## config.mk

```make
export PLATFORM = sky130hd
export DESIGN_NAME = io_scan_sequencer
export DESIGN_NICKNAME = d
export VERILOG_FILES = /design/src/rtl/io_scan_sequencer.sv
export SDC_FILE = /design/constraint.sdc
export NUM_CORES = 1
export LEC_CHECK = 0
export ABC_AREA = 0
export CORE_MARGIN = 1
export CORE_UTILIZATION = 42
export DETAILED_ROUTE_END_ITERATION = 16
export PLACE_DENSITY = 0.67
export SYNTH_ARGS = -nofsm -noshare
export SYNTH_HDL_FRONTEND = slang
export SYNTH_SLANG_ARGS = --single-unit
```

## constraint.sdc

```tcl
create_clock -name clk -period 2.8 [get_ports clk]
set_clock_uncertainty 0.05 [all_clocks]
set_input_delay 0.42 -clock clk [delete_from_list [all_inputs] [get_ports clk]]
set_output_delay 0.42 -clock clk [all_outputs]
set_load 0.01 [all_outputs]
```

## src/rtl/io_scan_sequencer.sv

```systemverilog
// Walking-one IO scanner: advances one pin per tick in walk-up, bounce,
// walk-down or hold mode, and steps an RGB status phase on each full scan.
module io_scan_sequencer #(
    parameter  int NUM_PINS = 20,
    localparam int IDX_W    = (NUM_PINS > 1) ? $clog2(NUM_PINS) : 1
) (
    input  logic                clk,
    input  logic                nRst,
    input  logic                tick,
    input  logic                enable,
    input  logic [1:0]          mode,
    output logic [NUM_PINS-1:0] pins,
    output logic [IDX_W-1:0]    index,
    output logic                wrap,
    output logic [2:0]          nRgb
);

    typedef enum logic [1:0] {
        S_IDLE = 2'd0,
        S_UP   = 2'd1,
        S_DOWN = 2'd2
    } state_e;

    localparam logic [IDX_W-1:0] LAST = IDX_W'(NUM_PINS - 1);
    localparam logic [IDX_W-1:0] ONE  = IDX_W'(1);
    localparam logic [IDX_W-1:0] ZERO = '0;

    state_e                state_q, state_d;
    logic [IDX_W-1:0]      index_q, index_d;
    logic [NUM_PINS-1:0]   pins_q, pins_d;
    logic                  wrap_q, wrap_d;
    logic [1:0]            phase_q, phase_d;
    logic [2:0]            nRgb_q, nRgb_d;

    always_comb begin
        state_d = state_q;
        index_d = index_q;
        wrap_d  = 1'b0;
        unique case (state_q)
            S_IDLE: begin
                if (tick && enable) begin
                    if (mode == 2'd2) begin
                        state_d = S_DOWN;
                        index_d = LAST;
                    end else begin
                        state_d = S_UP;
                        index_d = ZERO;
                    end
                end
            end
            S_UP, S_DOWN: begin
                if (!enable) begin
                    state_d = S_IDLE;
                    index_d = ZERO;
                end else if (tick) begin
                    unique case (mode)
                        2'd0: begin
                            state_d = S_UP;
                            if (index_q == LAST) begin
                                index_d = ZERO;
                                wrap_d  = 1'b1;
                            end else begin
                                index_d = index_q + ONE;
                            end
                        end
                        2'd2: begin
                            state_d = S_DOWN;
                            if (index_q == ZERO) begin
                                index_d = LAST;
                                wrap_d  = 1'b1;
                            end else begin
                                index_d = index_q - ONE;
                            end
                        end
                        2'd1: begin
                            // A single pin has nowhere to bounce to
                            if (NUM_PINS == 1) begin
                                wrap_d = 1'b1;
                            end else if (state_q == S_UP) begin
                                if (index_q == LAST) begin
                                    state_d = S_DOWN;
                                    index_d = LAST - ONE;
                                end else begin
                                    index_d = index_q + ONE;
                                end
                            end else begin
                                if (index_q == ZERO) begin
                                    state_d = S_UP;
                                    index_d = ONE;
                                    wrap_d  = 1'b1;
                                end else begin
                                    index_d = index_q - ONE;
                                end
                            end
                        end
                        default: ;
                    endcase
                end
            end
            default: begin
                state_d = S_IDLE;
                index_d = ZERO;
            end
        endcase
    end

    always_comb begin
        pins_d = '0;
        for (int i = 0; i < NUM_PINS; i++) begin
            pins_d[i] = (state_d != S_IDLE) && (index_d == IDX_W'(i));
        end
        phase_d = wrap_d ? phase_q + 2'd1 : phase_q;
        nRgb_d  = ~{phase_d == 2'd3, phase_d == 2'd2, phase_d == 2'd1};
    end

    always_ff @(posedge clk or negedge nRst) begin
        if (!nRst) begin
            state_q <= S_IDLE;
            index_q <= '0;
            pins_q  <= '0;
            wrap_q  <= 1'b0;
            phase_q <= 2'd0;
            nRgb_q  <= 3'b111;
        end else begin
            state_q <= state_d;
            index_q <= index_d;
            pins_q  <= pins_d;
            wrap_q  <= wrap_d;
            phase_q <= phase_d;
            nRgb_q  <= nRgb_d;
        end
    end

    assign pins  = pins_q;
    assign index = index_q;
    assign wrap  = wrap_q;
    assign nRgb  = nRgb_q;

endmodule

```

# Word-level counts from Yosys, hierarchy flattened
# Index checks and enable logic that the tools add are counted.
[word_totals]
regBits = 33
input_bits = 6
word_cells = 92
[op_classes]
addsub = 3
n_eq_ne = 27
muxes = 28
n_bitwise = 1
reduce_logical = 27
[op_table]
columns = ["cell", "n"]
rows = [
  ["$mux 5", 9],
  ["$eq 5x4->1 const B", 8],
  ["$eq 5x5->1 const B", 5],
  ["$logic_and 1x1->1", 21],
  ["$eq 5x3->1 const B", 4],
  ["$mux 2", 8],
  ["$pmux 5 s3", 1],
  ["$eq 5x2->1 const B", 2],
  ["$logic_not 5->1", 2],
  ["$pmux 5 s2", 1],
  ["$eq 2x2->1 const B", 4],
  ["$eq 2x1->1 const B", 3],
  ["$mux 1", 6],
  ["$pmux 2 s3", 1],
  ["$add 5x1->5 const B", 1],
  ["$eq 5x1->1 const B", 1],
  ["$sub 5x1->5 const B", 1],
  ["$logic_not 2->1", 2],
  ["$pmux 2 s2", 1],
  ["$not 3->3", 1],
  ["$pmux 1 s3", 1],
  ["$add 2x1->2 const B", 1],
  ["$reduce_bool 2->1", 1],
  ["$reduce_or 2->1", 1],
]

# Logic depth before layout (Yosys ltp)
# Gate-level depths: netlist (run 1).
[logic_depth]
ltp_word = 10
mapped_depth = 10
mapped_depth_nobuf = 8

# Worst setup path before layout (run 1)
# No wires, ideal clock.
[synth_path]
kind = "reg-to-reg"
startpoint = "reg index_q[0], in the netlist index[0]"
endpoint = "reg pins_q[1], in the netlist pins[1]"
setup_time_ns = 0.081
arrival_ns = 2.505
required_ns = 2.669
path_slack_ns = 0.164
path_stages_with_launch = 10
path_buffers = 1
period_less_slack_ns = 2.636
path_cell_list = "dfrtp_1 inv_1 ha_1 or4b_4 or3_1 a31oi_1 a211oi_1 or3_1 buf_6 nor3b_2"
[synth_between]
elab_chain_cells = 9
word_cells_on_any_way = 24
[synth_lines]
columns = ["item", "line_no", "source"]
rows = [
  ["start, declared", "29", "logic [IDX_W-1:0] index_q, index_d;"],
  ["start signal, assigned", "126", "index_q <= index_d;"],
  ["$sub 5x1->5 (tied with other cells)", "72, 92", ""],
  ["$mux 5 (tied with other cells)", "87", "if (index_q == ZERO) begin"],
  ["$mux 5 or $mux 2 (tied branches)", "79", "end else if (state_q == S_UP) begin"],
  ["$pmux 5 s3 or $pmux 2 s3 (tied branches)", "56", "unique case (mode)"],
  ["$mux 5 or $mux 2 (tied branches)", "55", "end else if (tick) begin"],
  ["$mux 5 or $mux 2 (tied branches)", "52", "if (!enable) begin"],
  ["$pmux 5 s2 or $pmux 2 s2 (tied branches)", "39", "unique case (state_q)"],
  ["$eq 5x1->1 or $reduce_bool 2->1 (tied branches)", "110", "pins_d[i] = (state_d != S_IDLE) && (index_d == IDX_W'(i));"],
  ["$logic_and 1x1->1 (*)", "110", ""],
  ["via pins_d[1]", "30", "logic [NUM_PINS-1:0] pins_q, pins_d;"],
  ["end signal, assigned", "127", "pins_q <= pins_d;"],
  ["end, declared", "30", ""],
]
# The timed path passes the listed nets; every way through them passes the cells marked *.

# Final worst setup path (run 1)
[layout_path]
startpoint = "reg index_q[0], in the netlist index[0]"
endpoint = "reg pins_q[18], in the netlist pins[18]"
[layout_between]
elab_chain_cells = 9
word_cells_on_any_way = 24
[layout_lines]
columns = ["item", "line_no"]
rows = [
  ["$sub 5x1->5 (tied with other cells)", "72, 92"],
  ["$mux 5 (tied with other cells)", "87"],
  ["$mux 5 or $mux 2 (tied branches)", "79"],
  ["$pmux 5 s3 or $pmux 2 s3 (tied branches)", "56"],
  ["$mux 5 or $mux 2 (tied branches)", "55"],
  ["$mux 5 or $mux 2 (tied branches)", "52"],
  ["$pmux 5 s2 or $pmux 2 s2 (tied branches)", "39"],
  ["$eq 5x5->1 or $reduce_bool 2->1 (tied branches)", "110"],
  ["$logic_and 1x1->1 (*)", "110"],
  ["via pins_d[18]", "30"],
]
# Marks and branches as above.

==> results of run 1 <==
==> flip-flops by register name, indices dropped and copies added (netlist names) <==
| register | cells |
|---|---|
| state_q | 2 |
| index | 5 |
| nRgb | 3 |
| pins | 20 |
| phase_q | 2 |
| wrap | 1 |
==> worst max-delay path by stage <==
| stage | start | to | slack [ns] | cells past startpoint |
|---|---|---|---|---|
| floorplan | index[0] | pins[1] | 0.16 | 9 |
| CTS | index[0] | pins[3] | 0.009 | 10 |
| global route | index[0] | pins[3] | -0.02 | 10 |
| detailed placement | tick | pins[18] | -0.05 | 9 |
| global placement | index[0] | pins[18] | -0.05 | 10 |
| finish | index[0] | pins[18] | 0.07 | 10 |
==> cell families (layout without fill, tap and decap cells) <==
group	count (synthesis)	count (layout)	synth area share
XOR/XNOR	5	5	0.0229
AO/OA/AOI/OAI	54	54	0.195
buffers and inverters	20	97	0.0485
adder cells (fa/ha/maj)	6	6	0.0393
AND/OR/NAND/NOR	75	75	0.248
multiplexers	2	2	0.0111
flip-flops	33	33	0.434
==> power groups by stage <==
| stage | Sequential (mW) | Clock, mW | Combinational (mW) |
|---|---|---|---|
| final | 0.614 | 0.379 | 1.55 |
| after global routing | 0.624 | 0.416 | 1.69 |
| after CTS | 0.614 | 0.389 | 1.49 |
| after detailed placement | 0.622 | 0 | 1.46 |
| after global placement | 0.619 | 0 | 1.46 |
| after floorplan | 0.667 | 0 | 0.802 |
==> cell type report <==
cell class	instances	area (um2)
fill	362	1600
multi-input combinational	142	1030
sequential	33	830
timing repair buffer	81	693
clock buffer	7	96.3
tap	52	65.1
inverter	8	30.0
clock inverter	1	5.00
==> worst max-delay path, cell delays in order, from the launching register on <==
cell	delay (ns)
dfrtp_1	0.40
inv_1	0.09
ha_1	0.16
or4b_4	0.49
or3_1	0.35
a31oi_2	0.18
a211oi_1	0.10
buf_4	0.16
or3_1	0.33
buf_4	0.16
nor3_2	0.18
==> layout by cell type, fill, tap and decap left out, types with 4 or more instances in the layout <==
cell type | synthesis | final
nor3_1 | 15 | 12
nand3_1 | 5 | 5
buf_4 | 0 | 47
a21oi_1 | 10 | 10
nor2_1 | 5 | 5
xnor2_1 | 4 | 4
clkdlybuf4s50_1 | 0 | 34
nor3b_2 | 4 | 5
o21ai_0 | 10 | 10
clkbuf_8 | 0 | 7
or3_1 | 5 | 4
nor2b_1 | 7 | 7
nand2_1 | 10 | 10
dfrtp_1 | 30 | 30
inv_1 | 8 | 8
nand2b_1 | 5 | 5
ha_1 | 6 | 5
==> metrics by stage <==
| step | setup WS, ns | instance area, um2 | power [mW] | TNS [ns] | std cells |
|---|---|---|---|---|---|
| finish | 0.0676 | 2750 | 2.55 | 0 | 324 |
| global route | -0.0181 | 2750 | 2.73 | -0.0211 | 324 |
| detailed placement | -0.0505 | 2600 | 2.09 | -0.188 | 315 |
| floorplan | 0.164 | 1910 | 1.47 | 0 | 195 |
| CTS | 0.00909 | 2710 | 2.49 | 0 | 323 |
| global placement | -0.0480 | 2600 | 2.08 | -0.111 | 315 |
==> metal layers <==
| layer | GRT usage | share of wire | vias up |
|---|---|---|---|
| met1 | 0.321 | 0.49 | 860 |
| met2 | 0.315 | 0.45 | 48 |
| met4 | 0.0227 | 0.0021 | 0 |
| met3 | 0.0451 | 0.051 | 2 |
| met5 | 0 | 0 | - |
| li1 | - | - | 874 |
==> timing repair <==
| item | CTS | global route |
|---|---|---|
| buffers inserted | 0 | 1 |
| endpoints found under the setup margin | 3 | 20 |
| resized for setup | 2 | 7 |
| hold endpoints to repair | 0 | 0 |
| pin swaps | 0 | 2 |
==> reports/qor.yml, run 1 <==
outcome: "finished, final reports clean"
clkLatencyLatePin_ns: 0.27
yosys_warnings: 0
grt_use_total: 0.210
syn2layout_area_growth_pct: 44.2
vdd_ir_drop_max_v: 0.000608
synth-seq-cells: 33
num_vias: 1784
cts_buffer_depth: 2
hold_start: "phase_q[1]"
drv_cap: 0
p_leak_nw: 1.16
nNetsFinal: 283
p_comb_frac: 0.610
synth_nets: 207
p_per_area_nw_per_um2: 925
ant_nets: 0
cp_max_fo: 4
seqPwrFrac: 0.241
cts_buffers: 5
worst_hold_path.endpoint: "nRgb[2]"
fp-row-count: 24
cts_sinks: 33
holdCritPathClass: "reg -> reg"
cts_tree: "done"
critical_path_class: "reg -> reg"
h-tree-depth: 2
overflow: 0
wl_per_cell_um: 15.0
syn_avg_cell_area_um2: 9.79
drtIter0Drc: 104
seq_area_frac_synth: 0.434
r2r_slack_ns: 0.07
io_buffers: 34
synth_top_area_share: 0.393
drt-pass1-iter-count: 4
rsz0062_at_grt: "true"
syn_area_um2: 1910
internal_power_mw: 1.55
grt_pass1_vias: 1681
synth_most_common_cell: "dfrtp_1"
synthArstFlopShare: 1.00
setup_violations: 0
reg2reg_depth: 10
n_antenna_cell: 0
ys_types: 55
r2r_end: "pins[18]"
die_y_um: 69.4
cts_hold_buf: 0
layout-drive-gt1-share: 0.272
coreArea_um2: 4350
hpwl_um: 3700
synth_edf_count: 0
fin_util: 0.632
synth_top_cell_by_area: "dfrtp_1"
io-pin-count: 35
maxSlewHeadroom: 0.613
holdPathStages: 1
antenna_found_initial: 0
tightest_slew_ns: 0.578
layout_min_cycle_time_ns: 2.73
power.net_switching_mw: 0.992
p_clk_frac: 0.149
via_per_inst: 5.51
grt_pass1_wl_um: 8180
endpoint_kind: "register"
grt_max_degree: 34
fp.dieW_um: 69.4
wl_um: 4850
timing.fmax_mhz: 366
drv_slew: 0
dieArea_um2: 4820
synth_flop_cell: "dfrtp_1"
gp_congestion: 0.934
timing.hold.ws_ns: 0.385
reg2reg_from: "index[0]"
cp_data_arrival_time_ns: 2.87
fin_crit_sh: 0.976
synth_common_cells: "dfrtp_1, nor3_1, a21oi_1, nand2_1, o21ai_0"
clkSlewWorstSetupHoldPaths_ns: 0.07
root_buffer: "clkbuf_8"
hold_viol_final: 0
drc: 0
swShare: 0.390
synth_area_leaders: "dfrtp_1, dfstp_2, ha_1, nor3_1, a21oi_1"
start_kind: "register"
start_util: 0.439
critPathRequiredTime_ns: 2.94
synthCells: 195
(Power assumes the default switching activity.)
==> inputs of run 2 (changes only) <==
clock period = 3.2 ns   (was 2.8 ns; I/O delays follow)
==> run 2 against run 1 <==
  * Sequential share of layout area grew 3.0 points
  * Total power shrank 21%
  * Global-route usage shrank 0.34 points
  * Hold slack gained 0.0049 ns
  * Register-to-register slack gained 0.30 ns
  * Clock power shrank 21%
  * Critical path type unchanged
  * Maximum frequency shrank 3.5%
  * Wire length shrank 4.1%
==> reports/qor.yml, run 2 (same netlist as run 1, synthesis figures left out) <==
drc: 0  # unchanged
coreArea_um2: 4350  # unchanged
cp_common_cell: "or3_1"
grt_pass1_vias: 1605  # -4.5%
wl_per_cell_um: 15.7  # +4.6%
drv_slew: 0  # unchanged
outcome: "finished, final reports clean"
final_cell_mix: "clkdlybuf4s50_1, dfrtp_1, buf_4"
grt.busiest_layer: "met2"
fp-row-count: 24  # unchanged
cts_setup_buffers: 0  # unchanged
n_antenna_cell: 0  # unchanged
layout_min_cycle_time_ns: 2.83  # +0.0995 ns
setup_violations: 0  # unchanged
crit_slowest_cell: "or4b_4"
fin_crit_sh: 0.885  # -0.0909
antenna_found_initial: 0  # unchanged
io_buffers: 34  # unchanged
rsz0062_at_grt: "false"
fin_util: 0.574  # -0.0578
cts_buffer_depth: 2  # unchanged
p_per_area_nw_per_um2: 808  # -13%
grt_max_degree: 34  # unchanged
place_area_um2: 2410  # -7.0%
ant_nets: 0  # unchanged
start_kind: "register"
clkLatencyLatePin_ns: 0.28  # about the same
final_common_cell: "clkdlybuf4s50_1"
wl_um: 4650  # -4.1%
timing.fmax_mhz: 353  # -3.5%
cts_tree: "done"
finish.instance_area_um2: 2500  # -9.1%
syn2layout_area_growth_pct: 31.0
gp_congestion: 0.916  # -1.9%
worst-path-buf-inv: 3  # unchanged
critical_path_class: "reg -> reg"
drt-pass1-iter-count: 4  # unchanged
layout-drive-gt1-share: 0.159  # -0.113
via_per_inst: 5.73  # +4.1%
overflow: 0  # unchanged
drtIter0Drc: 171  # +64%
h-tree-depth: 2  # unchanged
nNetsFinal: 256  # -9.5%
cp_max_fo: 8  # +4
hpwl_um: 3500  # -5.3%
cts_hold_buf: 0  # unchanged
grtUsageMet3: 0.0480  # +0.00291
root_buffer: "clkbuf_8"
critPathRequiredTime_ns: 3.33  # +0.39 ns
cts_buffers: 5  # unchanged
drv_cap: 0  # unchanged
start_util: 0.439  # unchanged
num_vias: 1703  # -4.5%
dieArea_um2: 4820  # unchanged
largest_reg_flops: 20  # unchanged
final.setup.tns_ns: 0  # unchanged
maxSlewHeadroom: 0.602  # -0.0111
io-pin-count: 35  # unchanged
cts-resized-gates: 0  # -2
cp_data_arrival_time_ns: 2.96  # +0.09 ns
slowest_delay_ns: 0.48  # about the same
p_leak_nw: 1.01  # -12%
fp.dieW_um: 69.4  # unchanged
holdCritPathClass: "reg -> reg"
critPathTopFamily: "simple AND/OR/NAND/NOR gates"
clkSlewWorstSetupHoldPaths_ns: 0.07  # about the same
grt_pass1_wl_um: 7820  # -4.4%
gr-usage-met1: 0.292  # -0.0283
hold_viol_final: 0  # unchanged
endpoint_kind: "register"
crit_chain: "inv_1 > ha_1 > or4b_4 > or3_1 > a31oi_1 > a211oi_1 > buf_4 > or3_1 > buf_12 > nor3_1"
grt_util_met2: 0.313  # -0.00216
cts_sinks: 33  # unchanged
grt_use_total: 0.206  # -0.00343
die_y_um: 69.4  # unchanged
vdd_ir_drop_max_v: 0.000489  # -20%
tightest_slew_ns: 0.595  # +0.0166 ns
run 2: cell types whose count changed in the layout (fill, tap and decap cells not counted), moves of 2 or more:
cell,change
buf_4,-28
clkbuf_8,-2
nor3_1,+3
nor3_2,-3
run 2: worst paths after layout:
check / from / endpoint / slack (ns) / cells past startpoint
setup / recovery: index[1] / pins[19] / 0.37 / 10
hold / removal: phase_q[1] / nRgb[2] / 0.39 / 1
setup reg to reg: index[1] / pins[19] / 0.37 / 10
hold reg to reg: phase_q[1] / nRgb[2] / 0.39 / 1
max in group asynchronous: nRst / nRgb[1] / 2.24 / 2
min in group asynchronous: nRst / pins[3] / 0.54 / 2
run 2: stage by stage:
stage	hold WS, ns	std cells	setup slack [ns]	power [mW]
after floorplan	0.134	195	0.564	1.29
after global placement	0.368	289	0.179	1.71
after detailed placement	0.388	289	0.165	1.71
after CTS	0.397	297	0.370	2.02
after global routing	0.420	297	0.169	2.16
final	0.390	297	0.368	2.02
run 2: area by class of cell:
| type | instances | area, um2 |
|---|---|---|
| multi-input combinational | 142 | 987 |
| timing repair buffer | 54 | 503 |
| sequential | 33 | 830 |
| fill | 404 | 1850 |
| clock buffer | 5 | 68.8 |
| clock inverter | 3 | 17.5 |
| inverter | 8 | 30.0 |
| tap | 52 | 65.1 |
run 2: routing by layer:
metal	part of all wire	routed length, um
met1	0.46	2130
met2	0.46	2130
met3	0.067	312
met4	0.017	79
met5	0	0
run 2: where the power goes:
| part | internal, mW | switching [mW] | total [mW] |
|---|---|---|---|
| combinational | 0.542 | 0.641 | 1.18 |
| clock | 0.150 | 0.148 | 0.298 |
| sequential | 0.500 | 0.0416 | 0.541 |
